==> src/rtl/spi_slave_core_if.sv <==
// spi_slave_core_if
//   Bundles the SPI pins, mode controls and word-level transmit/receive
//   signals of the TRSQ8 SPI responder.
//
//   Signals:
//     cpol, cpha  SPI mode (static while ss_n is low)
//     sclk, ss_n  SPI clock and active-low select from the master (asynchronous)
//     mosi        master-out data (asynchronous)
//     miso        slave-out data, registered, 1 when not selected
//     tx_data     word to transmit
//     tx_load     one-cycle strobe that latches tx_data into the holding register
//     tx_empty    holding register consumed or never loaded
//     rx_data     last complete received word
//     rx_valid    one-cycle pulse when rx_data updates
//     busy        responder is in a frame
//
//   Modports: slave (the core), master (the environment driving the core).
interface spi_slave_core_if #(
    parameter int D_WIDTH = 8
);
    logic               cpol;
    logic               cpha;
    logic               sclk;
    logic               ss_n;
    logic               mosi;
    logic               miso;
    logic [D_WIDTH-1:0] tx_data;
    logic               tx_load;
    logic               tx_empty;
    logic [D_WIDTH-1:0] rx_data;
    logic               rx_valid;
    logic               busy;

    modport slave (
        input  cpol, cpha, sclk, ss_n, mosi, tx_data, tx_load,
        output miso, tx_empty, rx_data, rx_valid, busy
    );

    modport master (
        output cpol, cpha, sclk, ss_n, mosi, tx_data, tx_load,
        input  miso, tx_empty, rx_data, rx_valid, busy
    );
endinterface

==> src/rtl/spi_slave_core.sv <==
// spi_slave_core
//   SPI responder for the TRSQ8 peripheral bus, MSB-first, all four
//   cpol/cpha modes. sclk, ss_n and mosi are synchronised into the clock
//   domain and edge-detected, so the whole block runs on one clock.
//   Transmit words come from a one-deep holding register; received words
//   are presented on rx_data with a one-cycle rx_valid strobe.
//
//   Ports:
//     clock    system clock, rising edge
//     reset_n  synchronous active-low reset
//     bus      spi_slave_core_if.slave (SPI pins, mode, tx/rx word signals)
module spi_slave_core #(
    parameter int D_WIDTH = 8
) (
    input  logic            clock,
    input  logic            reset_n,
    spi_slave_core_if.slave bus
);

    localparam int unsigned CW = (D_WIDTH > 2) ? $clog2(D_WIDTH) : 1;
    localparam logic [CW-1:0] LAST_BIT = CW'(D_WIDTH - 1);

    typedef enum logic {
        IDLE,
        ACTIVE
    } state_t;

    state_t state_q;
    state_t state_d;

    // synchronisers; sclk_s3 is the previous synced sclk for edge detection
    logic sclk_s1, sclk_s2, sclk_s3;
    logic ss_s1, ss_s2;
    logic mosi_s1, mosi_s2;

    logic [D_WIDTH-1:0] hold;
    logic               tx_empty;
    logic [D_WIDTH-1:0] tx_shift;
    logic [D_WIDTH-1:0] rx_shift;
    logic [D_WIDTH-1:0] rx_data;
    logic               rx_valid;
    logic               word_done;
    logic               miso;
    logic [CW-1:0]      cnt;

    logic lead_edge;
    logic trail_edge;
    logic enter;
    logic leave;
    logic do_sample;
    logic do_shift;
    logic last_sample;
    logic [D_WIDTH-1:0] reload_word;

    always_ff @(posedge clock) begin
        if (!reset_n) begin
            sclk_s1 <= 1'b0;
            sclk_s2 <= 1'b0;
            sclk_s3 <= 1'b0;
            ss_s1   <= 1'b1;
            ss_s2   <= 1'b1;
            mosi_s1 <= 1'b1;
            mosi_s2 <= 1'b1;
        end else begin
            sclk_s1 <= bus.sclk;
            sclk_s2 <= sclk_s1;
            sclk_s3 <= sclk_s2;
            ss_s1   <= bus.ss_n;
            ss_s2   <= ss_s1;
            mosi_s1 <= bus.mosi;
            mosi_s2 <= mosi_s1;
        end
    end

    // leading edge leaves the idle level, trailing edge returns to it
    assign lead_edge  = (sclk_s2 != sclk_s3) && (sclk_s3 == bus.cpol);
    assign trail_edge = (sclk_s2 != sclk_s3) && (sclk_s2 == bus.cpol);

    always_ff @(posedge clock) begin
        if (!reset_n) begin
            state_q <= IDLE;
        end else begin
            state_q <= state_d;
        end
    end

    always_comb begin
        state_d   = state_q;
        enter     = 1'b0;
        leave     = 1'b0;
        do_sample = 1'b0;
        do_shift  = 1'b0;
        case (state_q)
            IDLE: begin
                if (!ss_s2) begin
                    state_d = ACTIVE;
                    enter   = 1'b1;
                end
            end
            ACTIVE: begin
                // deselect wins over a coincident sclk edge
                if (ss_s2) begin
                    state_d = IDLE;
                    leave   = 1'b1;
                end else begin
                    do_sample = bus.cpha ? trail_edge : lead_edge;
                    do_shift  = bus.cpha ? lead_edge  : trail_edge;
                end
            end
        endcase
    end

    assign last_sample = do_sample && (cnt == LAST_BIT);
    assign reload_word = tx_empty ? '1 : hold;

    always_ff @(posedge clock) begin
        if (!reset_n) begin
            hold      <= '0;
            tx_empty  <= 1'b1;
            tx_shift  <= '0;
            rx_shift  <= '0;
            rx_data   <= '0;
            rx_valid  <= 1'b0;
            word_done <= 1'b0;
            miso      <= 1'b1;
            cnt       <= '0;
        end else begin
            rx_valid  <= 1'b0;
            word_done <= 1'b0;
            if (word_done) begin
                rx_data  <= rx_shift;
                rx_valid <= 1'b1;
            end

            if (enter) begin
                cnt <= '0;
                if (bus.cpha) begin
                    tx_shift <= reload_word;
                end else begin
                    // cpha=0: MSB must be on miso before the first leading edge
                    miso     <= reload_word[D_WIDTH-1];
                    tx_shift <= {reload_word[D_WIDTH-2:0], 1'b0};
                end
            end else if (leave) begin
                cnt  <= '0;
                miso <= 1'b1;
            end else begin
                if (do_shift) begin
                    miso     <= tx_shift[D_WIDTH-1];
                    tx_shift <= {tx_shift[D_WIDTH-2:0], 1'b0};
                end
                if (do_sample) begin
                    rx_shift <= {rx_shift[D_WIDTH-2:0], mosi_s2};
                    if (last_sample) begin
                        cnt       <= '0;
                        word_done <= 1'b1;
                        tx_shift  <= reload_word;
                    end else begin
                        cnt <= cnt + CW'(1);
                    end
                end
            end

            // a load coinciding with a consume leaves the new word pending
            if (bus.tx_load) begin
                hold     <= bus.tx_data;
                tx_empty <= 1'b0;
            end else if (enter || last_sample) begin
                tx_empty <= 1'b1;
            end
        end
    end

    assign bus.miso     = miso;
    assign bus.tx_empty = tx_empty;
    assign bus.rx_data  = rx_data;
    assign bus.rx_valid = rx_valid;
    assign bus.busy     = (state_q == ACTIVE);

endmodule

==> src/flat_wrapper.sv <==
// flat-port wrapper written by rule: the top's interface ports become plain ports
module spi_slave_core_flat 
#(
    parameter int D_WIDTH = 8
)
  (clock, reset_n, bus_cpol, bus_cpha, bus_sclk, bus_ss_n, bus_mosi, bus_tx_data, bus_tx_load, bus_miso, bus_tx_empty, bus_rx_data, bus_rx_valid, bus_busy);
  spi_slave_core_if #(.D_WIDTH(D_WIDTH)) bus_i ();
  input  logic clock;
  input  logic reset_n;
  input wire logic [$bits(bus_i.cpol)-1:0] bus_cpol;
  input wire logic [$bits(bus_i.cpha)-1:0] bus_cpha;
  input wire logic [$bits(bus_i.sclk)-1:0] bus_sclk;
  input wire logic [$bits(bus_i.ss_n)-1:0] bus_ss_n;
  input wire logic [$bits(bus_i.mosi)-1:0] bus_mosi;
  input wire logic [$bits(bus_i.tx_data)-1:0] bus_tx_data;
  input wire logic [$bits(bus_i.tx_load)-1:0] bus_tx_load;
  output wire logic [$bits(bus_i.miso)-1:0] bus_miso;
  output wire logic [$bits(bus_i.tx_empty)-1:0] bus_tx_empty;
  output wire logic [$bits(bus_i.rx_data)-1:0] bus_rx_data;
  output wire logic [$bits(bus_i.rx_valid)-1:0] bus_rx_valid;
  output wire logic [$bits(bus_i.busy)-1:0] bus_busy;
  assign bus_i.cpol = bus_cpol;
  assign bus_i.cpha = bus_cpha;
  assign bus_i.sclk = bus_sclk;
  assign bus_i.ss_n = bus_ss_n;
  assign bus_i.mosi = bus_mosi;
  assign bus_i.tx_data = bus_tx_data;
  assign bus_i.tx_load = bus_tx_load;
  assign bus_miso = bus_i.miso;
  assign bus_tx_empty = bus_i.tx_empty;
  assign bus_rx_data = bus_i.rx_data;
  assign bus_rx_valid = bus_i.rx_valid;
  assign bus_busy = bus_i.busy;
  spi_slave_core #(.D_WIDTH(D_WIDTH)) u_core (.clock(clock), .reset_n(reset_n), .bus(bus_i));
endmodule
==> config.mk <==
export PLATFORM = sky130hd
export DESIGN_NAME = spi_slave_core_flat
export DESIGN_NICKNAME = d
export VERILOG_FILES = /design/src/rtl/spi_slave_core_if.sv /design/src/rtl/spi_slave_core.sv /design/src/flat_wrapper.sv
export SDC_FILE = /design/constraint.sdc
export NUM_CORES = 1
export LEC_CHECK = 0
export ABC_AREA = 1
export CAP_MARGIN = 20
export CORE_AREA = 2 2 67 69
export DETAILED_ROUTE_END_ITERATION = 12
export DIE_AREA = 0 0 69 71
export PLACE_DENSITY = 0.78
export SYNTH_ARGS = -nofsm -noshare
export SYNTH_HDL_FRONTEND = slang
export SYNTH_SLANG_ARGS = --single-unit
==> constraint.sdc <==
create_clock -name clock -period 2.46 [get_ports clock]
set_input_delay 0.246 -clock clock [delete_from_list [all_inputs] [get_ports clock]]
set_output_delay 0.246 -clock clock [all_outputs]
set_load 0.01 [all_outputs]
-- Word-level counts from Yosys, hierarchy flattened
Index checks and enable logic that the tools add are counted.
W data, S select, Z words.
- $lt $le $gt $ge: 0
- shift operators: 0
- multiplexer cells: 26
- bitwise operators: 4
- add/subtract/negate cells: 1
- multiply operators: 0
- eq/ne operators: 6
- reductions and logical operators: 10
- div/mod/pow operators: 0
- operators with widths (cell ; number):
    $mux W8 ; 7
    $mux W1 ; 18
    $not A1 Y1 ; 4
    $reduce_or A4 Y1 ; 1
    $add A3 B1 Y3 const B ; 1
    $eq A3 B3 Y1 const B ; 1
    $logic_and A1 B1 Y1 ; 3
    $mux W3 ; 1
    $reduce_and A3 Y1 ; 1
    $reduce_bool A3 Y1 ; 1
    $reduce_or A3 Y1 ; 1
    $eq A1 B1 Y1 ; 2
    $ne A2 B1 Y1 const B ; 1
    $ne A2 B2 Y1 const B ; 1
    $reduce_and A2 Y1 ; 1
    $reduce_bool A2 Y1 ; 1
    $logic_or A1 B1 Y1 ; 1
    $ne A1 B1 Y1 ; 1
- input bits: 16
- latch bits: 0
- memories kept: 0
- word-level logic and storage cells: 64
- memory bits (writable): 0
- bits in read-only memories: 0
- register bits after elaboration: 47
- output and inout port bits: 12

-- Logic depth before layout (Yosys ltp)
Gate-level depths: netlist of run 1.
- depth in word-level cells: 10
- depth in mapped cells: 11
- depth with buffers taken out: 10

-- Worst setup path after synthesis of run 1
Ideal clock, no wire load.
- kind: reg2reg
- from: register u_core.state_q, in the netlist u_core.bus.busy
- to: register u_core.tx_shift[4]
- path slack: 843 ps
- stages on the path, launching flop included: 8
- path buffers: 1
- arrival time: 1493 ps
- data required time: 2335 ps
- cell sequence: dfxtp_1 -> inv_1 -> ha_1 -> buf_6 -> inv_1 -> nor2_1 -> a221oi_1 -> a21oi_2
- cells in the longest elaborated chain, start to end: 6
- RTL lines (element ; RTL line ; RTL):
    start, declared ; spi_slave_core.sv:28 ; state_t state_q;
    start signal, assigned ; spi_slave_core.sv:83 ; state_q <= state_d;
    $mux W1 ; spi_slave_core.sv:93 ; case (state_q)
    $mux W8 / $logic_and A1 B1 Y1 (equally long branches) ; spi_slave_core.sv:148, spi_slave_core.sv:113 ;
    $mux W8 ; spi_slave_core.sv:154 ; if (last_sample) begin
    $mux W8 ; spi_slave_core.sv:152 ; if (do_sample) begin
    $mux W8 ; spi_slave_core.sv:144 ; end else if (leave) begin
    $mux W8 ; spi_slave_core.sv:135 ; if (enter) begin
    end signal, assigned ; spi_slave_core.sv:138 ; tx_shift <= reload_word;
    end signal, assigned ; spi_slave_core.sv:142 ; tx_shift <= {reload_word[D_WIDTH-2:0], 1'b0};
    end signal, assigned ; spi_slave_core.sv:157 ; tx_shift <= reload_word;
    end, declared ; spi_slave_core.sv:38 ; logic [D_WIDTH-1:0] tx_shift;
Parallel ways exist; a longest one is shown, timed or not. The select of a mux whose other input is x is not followed.
A chain may end at the register's enable or synchronous reset.

-- Final worst setup path of run 1
- from: register u_core.state_q, in the netlist u_core.bus.busy
- to: register u_core.tx_shift[2]
The elaborated chain is that of the path after synthesis.

==> impl_metrics.ini, run 1 <==
[logic_synthesis]
synth_top_family_by_area = simple AND/OR/NAND/NOR gates
ys_seq_area_share_pct = 41.9
synthAdderAreaFrac_pct = 2.79
ys_ff_latch = 47
synth.avg_cell_area_um2 = 7.96
synth-compound-area-share_pct = 16.6
ys_warn_count = 0
yosysUniqueCellTypes = 32
synthMuxAreaShare_pct = 0
synthXorXnorAreaFrac_pct = 0
synthesis.nets = 303
syn_area_um2 = 2240
synth_cells = 282
synth-simple-area-share_pct = 31.4

[clocking]
cts_hold_buf = 0
cts_tree = yes
htreeDepth = 2
insertion_delay_ps = 300
cts_num_sinks = 47
cts-root-buf = clkbuf_8
cts_post_setup_buffers_inserted = 0
numCtsBuffers = 5
cts_buffer_depth = 2
cts_resized = 0
clk_pin_slew_worst_paths_ps = 90

[floorplan]
die_area_um2 = 4900
start_util_pct = 53.4
io_pins = 28
core_um2 = 4200
die_w_um = 69
die_h_um = 71
row_count = 24

[setup_path]
reg2reg_from = u_core.bus.busy
critPathCaptureType = flip-flop
worstPathMaxFanout = 10
crit_path_start_kind = flip-flop
crit_start = u_core.bus.busy
cp_data_required_time_ps = 2710
worstSetupPathType = flip-flop to flip-flop
crit_arrival_ps = 2170

[placement]
dp_hpwl_um = 3210
io_buffers = 27
routabilityCongestion = 0.822
pre_cts_ws_ps = 477
post-place-cells = 352

[timing]
maxSlewViolCount = 0
skew_ps = 8.26
fin_crit_ps = 1920
min_period_over_period_pct = 78.2
final.setup.tns_ps = 0
rsz0062_at_grt = false
fmax_mhz = 520
worst_slew_pin_slew_ps = 420
slew_headroom_pct = 72.0
finalSetupViolCount = 0
fin_ws_ps = 537
hold_viol = 0

[global_routing]
grt_pass1_wl_um = 8420
grtUsageTotal_pct = 20.9
grt_max_degree = 31
grt_pass1_vias = 1958
gr-total-overflow = 0
grt_antenna_before_repair = 0

[pwr]
p_per_area_nw_per_um2 = 597
pwr-share-clk_pct = 38.4
combinationalPowerShare_pct = 10.5
power_switching_mw = 0.382
ir_drop_uv = 379
power.internal_mw = 1.19
p_leak_nw = 1.12
seqPwrFrac_pct = 51.2
p_sw_share_pct = 24.2

[routing]
drt-pass1-iter-count = 4
drc = 0
drt_iter0_markers = 167
drt-vias-per-instance = 5.42
wirelength_um = 4710
avgRoutedWirePerCell_um = 13.1
ant_nets = 0
vias = 1951

[final_layout]
diodes = 0
num-fill-cells = 374
area_growth_syn_to_layout_pct = 17.6
drive_above_1_share_pct = 15.9
fin_cells = 360
fin_nets = 328
final_cell_mix = nor2_1 (53), dfxtp_1 (47), nand2_1 (35)
mostFrequentLayoutCell = nor2_1

[min_path]
holdCritPathClass = flip-flop to flip-flop
hold_path_startpoint = u_core.ss_s1

[job]
drv_cap = 0

[outcome]
outcome = complete, no violations
## layer usage
layer,track usage (%),wire length [µm],part of all wire [%],vias to the layer above
met1,25.3,2090,44,900
met5,0,0,0,-
met2,35.9,2290,48,49
met4,8.71,96,2.0,0
met3,4.84,245,5.2,11
li1,-,-,-,991
## path summary, 6_finish.rpt
check                           slack [ps]  depth (start not counted)                 end
worst max-delay path                   540                          6  u_core.tx_shift[2]
worst min register to register         420                          1        u_core.ss_s2
worst max register to register         540                          6  u_core.tx_shift[2]
worst min-delay path                   420                          1        u_core.ss_s2
## final cells by class
type,instances,area (µm²),area share [%]
clock buffers,6,82.6,3.13
clock inverters,2,38.8,1.47
inverters,23,86.3,3.27
multi-input cells,201,1140,43.2
flip-flops and latches,47,941,35.7
well taps,52,65.1,2.47
repair buffers,29,285,10.8
## state kept, by name, indices dropped and copies added (netlist names)
register / cells
u_core.bus.rx_data: 8
u_core.bus.miso: 1
u_core.sclk_s3: 1
u_core.sclk_s2: 1
u_core.word_done: 1
u_core.hold: 8
u_core.ss_s1: 1
u_core.bus.rx_valid: 1
u_core.tx_shift: 8
u_core.mosi_s2: 1
u_core.ss_s2: 1
u_core.bus.tx_empty: 1
u_core.rx_shift: 8
u_core.mosi_s1: 1
u_core.bus.busy: 1
u_core.cnt: 3
u_core.sclk_s1: 1
## logic make-up (layout without fill, tap and decap cells)
| logic type | after synthesis | in the layout |
|---|---|---|
| AND/OR/NAND/NOR | 137 | 137 |
| AO/OA/AOI/OAI | 59 | 59 |
| flip-flops | 47 | 47 |
| buffers and inverters | 34 | 60 |
| adder cells (fa/ha/maj) | 5 | 5 |
## power by group through the flow
| stage | Sequential (mW) | Clock [mW] | Combinational [mW] |
|---|---|---|---|
| 2_1_floorplan | 0.819 | 0 | 0.110 |
| 3_3_place_gp | 0.822 | 0 | 0.161 |
| 3_5_place_dp | 0.823 | 0 | 0.163 |
| 4_1_cts | 0.805 | 0.612 | 0.165 |
| 5_1_grt | 0.809 | 0.643 | 0.184 |
| 6_report | 0.805 | 0.604 | 0.165 |
## cell usage after synthesis
| library cell | number | area share (%) |
|---|---|---|
| a211oi_1 | 1 | 0.33 |
| a21oi_1 | 11 | 2.5 |
| a21oi_2 | 8 | 3.1 |
| a21oi_4 | 1 | 0.73 |
| a221oi_1 | 6 | 2.3 |
| buf_1 | 1 | 0.17 |
| buf_2 | 1 | 0.22 |
| buf_6 | 3 | 1.5 |
| buf_8 | 1 | 0.67 |
| clkbuf_1 | 5 | 0.84 |
| clkinv_1 | 1 | 0.17 |
| dfxtp_1 | 47 | 42 |
| ha_1 | 5 | 2.8 |
| inv_1 | 21 | 3.5 |
| inv_2 | 1 | 0.17 |
| nand2_1 | 35 | 5.9 |
| nand2_2 | 6 | 1.7 |
| nand2_4 | 2 | 1.0 |
| nand3_1 | 11 | 2.5 |
| nand3_2 | 9 | 4.0 |
| nand3_4 | 1 | 0.78 |
| nand4_1 | 7 | 2.0 |
| nand4_4 | 1 | 0.95 |
| nor2_1 | 53 | 8.9 |
| nor2_2 | 1 | 0.28 |
| nor2_8 | 1 | 0.89 |
| nor3_1 | 2 | 0.45 |
| o211a_1 | 2 | 0.89 |
| o21ai_0 | 27 | 6.0 |
| o21ai_1 | 2 | 0.45 |
| o22ai_1 | 1 | 0.28 |
| or2_2 | 8 | 2.2 |
## per-stage QoR
| step | power [mW] | instance area (µm²) | util (%) | hold WS [ps] |
|---|---|---|---|---|
| CTS | 1.58 | 2640 | 62.8 | 422 |
| global placement | 0.982 | 2520 | 59.9 | 394 |
| global route | 1.64 | 2640 | 62.8 | 423 |
| floorplan | 0.929 | 2240 | - | 344 |
| detailed placement | 0.986 | 2520 | 59.9 | 401 |
| finish | 1.57 | 2640 | 62.8 | 417 |
## critical path: stages (launching register included)
cell,delay [ps]
dfxtp_1,340
inv_1,170
ha_1,430
inv_1,190
nor2_1,370
a221oi_1,200
a21oi_2,160
No activity file was read; power rests on OpenSTA's default activity.
==> run 2: changes to the inputs <==
==> constraint.sdc (replaced) <==
create_clock -name clock -period 1.89 [get_ports clock]
set_input_delay 0.189 -clock clock [delete_from_list [all_inputs] [get_ports clock]]
set_output_delay 0.189 -clock clock [all_outputs]
set_load 0.01 [all_outputs]
==> run 2 against run 1 <==
Against the previous run: critical path depth increased by 2; die area unchanged; power is 20% higher; maximum frequency up 17%; count of clock-buffer cells in the layout is the same; register-to-register slack got worse by 290 ps; first-iteration DRC count shrank 22%; non-clock buffer count grew 7; global-route usage rose by 0.17 points; combinational power is 36% higher; sequential share of layout area down 0.27 points; sequential power grew 30%.
==> impl_metrics.ini, run 2 (synthesis gave the netlist of run 1 again) <==
[timing]
min_period_over_period_pct = 87.0
fmax_mhz = 608
finalSetupViolCount = 0
fin_crit_ps = 1640
rsz0062_at_grt = false
worst_slew_pin_slew_ps = 410
slew_headroom_pct = 72.6
skew_ps = 13.2
hold_viol = 0
fin_ws_ps = 245
final.setup.tns_ps = 0
maxSlewViolCount = 0

[clocking]
htreeDepth = 2
cts_resized = 0
cts-root-buf = clkbuf_8
cts_hold_buf = 0
cts_num_sinks = 47
cts_post_setup_buffers_inserted = 0
numCtsBuffers = 5
insertion_delay_ps = 310
cts_buffer_depth = 2
clk_pin_slew_worst_paths_ps = 90
cts_tree = yes

[final_layout]
num-fill-cells = 382
fin_nets = 335
drive_above_1_share_pct = 17.5
area_growth_syn_to_layout_pct = 18.5
multi_input_area_um2 = 1140
diodes = 0
final_cell_mix = nor2_1 (53), dfxtp_1 (47), nand2_1 (35)
mostFrequentLayoutCell = nor2_1
register_area_um2 = 941

[placement]
io_buffers = 27
routabilityCongestion = 0.883
dp_hpwl_um = 3370
pre_cts_ws_ps = 140

[setup_path]
crit_arrival_ps = 1880
worstSetupPathType = flip-flop to flip-flop
critPathCaptureType = flip-flop
cp_data_required_time_ps = 2120
worstPathMaxFanout = 6
crit_path_start_kind = flip-flop

[pwr]
p_per_area_nw_per_um2 = 709
seqPwrFrac_pct = 55.4
pwr-share-clk_pct = 32.7
p_leak_nw = 1.14
combinationalPowerShare_pct = 11.9
power_switching_mw = 0.497
power.internal_mw = 1.39
ir_drop_uv = 440
p_sw_share_pct = 26.4

[routing]
drc = 0
ant_nets = 0
vias = 1983
drt-pass1-iter-count = 4
drt-vias-per-instance = 5.40
wirelength_um = 4730
drt_iter0_markers = 130
avgRoutedWirePerCell_um = 12.9

[global_routing]
grt_antenna_before_repair = 0
gr-total-overflow = 0
grt_pass1_wl_um = 8330
grt_pass1_vias = 1925
grt_max_degree = 31
grtUsageTotal_pct = 21.1

[floorplan]
die_h_um = 71
core_um2 = 4200
die_w_um = 69
row_count = 24
die_area_um2 = 4900
start_util_pct = 53.4
io_pins = 28

[min_path]
holdCritPathClass = input pin to flip-flop

[outcome]
outcome = complete, no violations

[job]
drv_cap = 0
==> run 2: cell count changes in the layout (fill, tap and decap cells not counted) <==
cell,before,now
buf_4,2,9
bufinv_16,1,0
clkbuf_1,0,1
clkbuf_8,6,5
clkinvlp_4,0,1
==> run 2: power by group through the flow <==
stage	clock, mW	sequential, mW	combinational (mW)
2_1_floorplan	0	1.07	0.143
3_3_place_gp	0	1.07	0.219
3_5_place_dp	0	1.07	0.224
4_1_cts	0.634	1.05	0.225
5_1_grt	0.672	1.05	0.251
6_report	0.616	1.05	0.225
==> run 2: stage by stage <==
| step | cell area, µm² | std cells | hold WS, ps | total power, mW | utilization [%] |
|---|---|---|---|---|---|
| final | 2660 | 367 | 400 | 1.89 | 63.2 |
| after global routing | 2660 | 367 | 398 | 1.97 | 63.2 |
| after CTS | 2660 | 367 | 392 | 1.90 | 63.2 |
| after detailed placement | 2570 | 359 | 397 | 1.29 | 61.1 |
| after global placement | 2570 | 359 | 394 | 1.29 | 61.1 |
| after floorplan | 2240 | 282 | 287 | 1.21 | - |
==> run 2: path summary, 6_finish.rpt <==
| path | depth (start not counted) | from | slack, ps | end |
|---|---|---|---|---|
| worst max-delay path | 8 | u_core.bus.busy | 250 | u_core.cnt[1] |
| worst min-delay path | 3 | bus_sclk | 400 | u_core.sclk_s1 |
| worst max register to register | 8 | u_core.bus.busy | 250 | u_core.cnt[1] |
| worst min register to register | 2 | u_core.sclk_s1 | 420 | u_core.sclk_s2 |
==> run 2: final cells by class <==
type                    instances  area share (%)
clock buffers                   6            2.73
clock inverters                 2           0.612
inverters                      23            3.25
multi-input cells             201            42.9
flip-flops and latches         47            35.4
well taps                      52            2.45
repair buffers                 36            12.7
==> run 2: routing by layer <==
| metal | part of all wire, % | GRT usage (%) |
|---|---|---|
| met5 | 0 | 0 |
| met4 | 3.5 | 11.5 |
| met3 | 5.2 | 6.27 |
| met2 | 48 | 35.8 |
| met1 | 43 | 23.9 |
==> run 2: critical path, stage by stage (launching register included) <==
cell     delay (ps)
dfxtp_1         380
inv_1           120
ha_1            280
buf_4           180
nor2_1          140
inv_1            70
nor2_1          160
o21ai_0         120
a21oi_1         130
==> run 3: changes to the inputs <==
--- a/config.mk
+++ b/config.mk
@@ -14,3 +14,4 @@
 export SYNTH_ARGS = -nofsm -noshare
 export SYNTH_HDL_FRONTEND = slang
 export SYNTH_SLANG_ARGS = --single-unit
+export TNS_END_PERCENT = 20
==> results of run 3 <==
The final DEF is identical to that of run 2; final timing and power are the same.
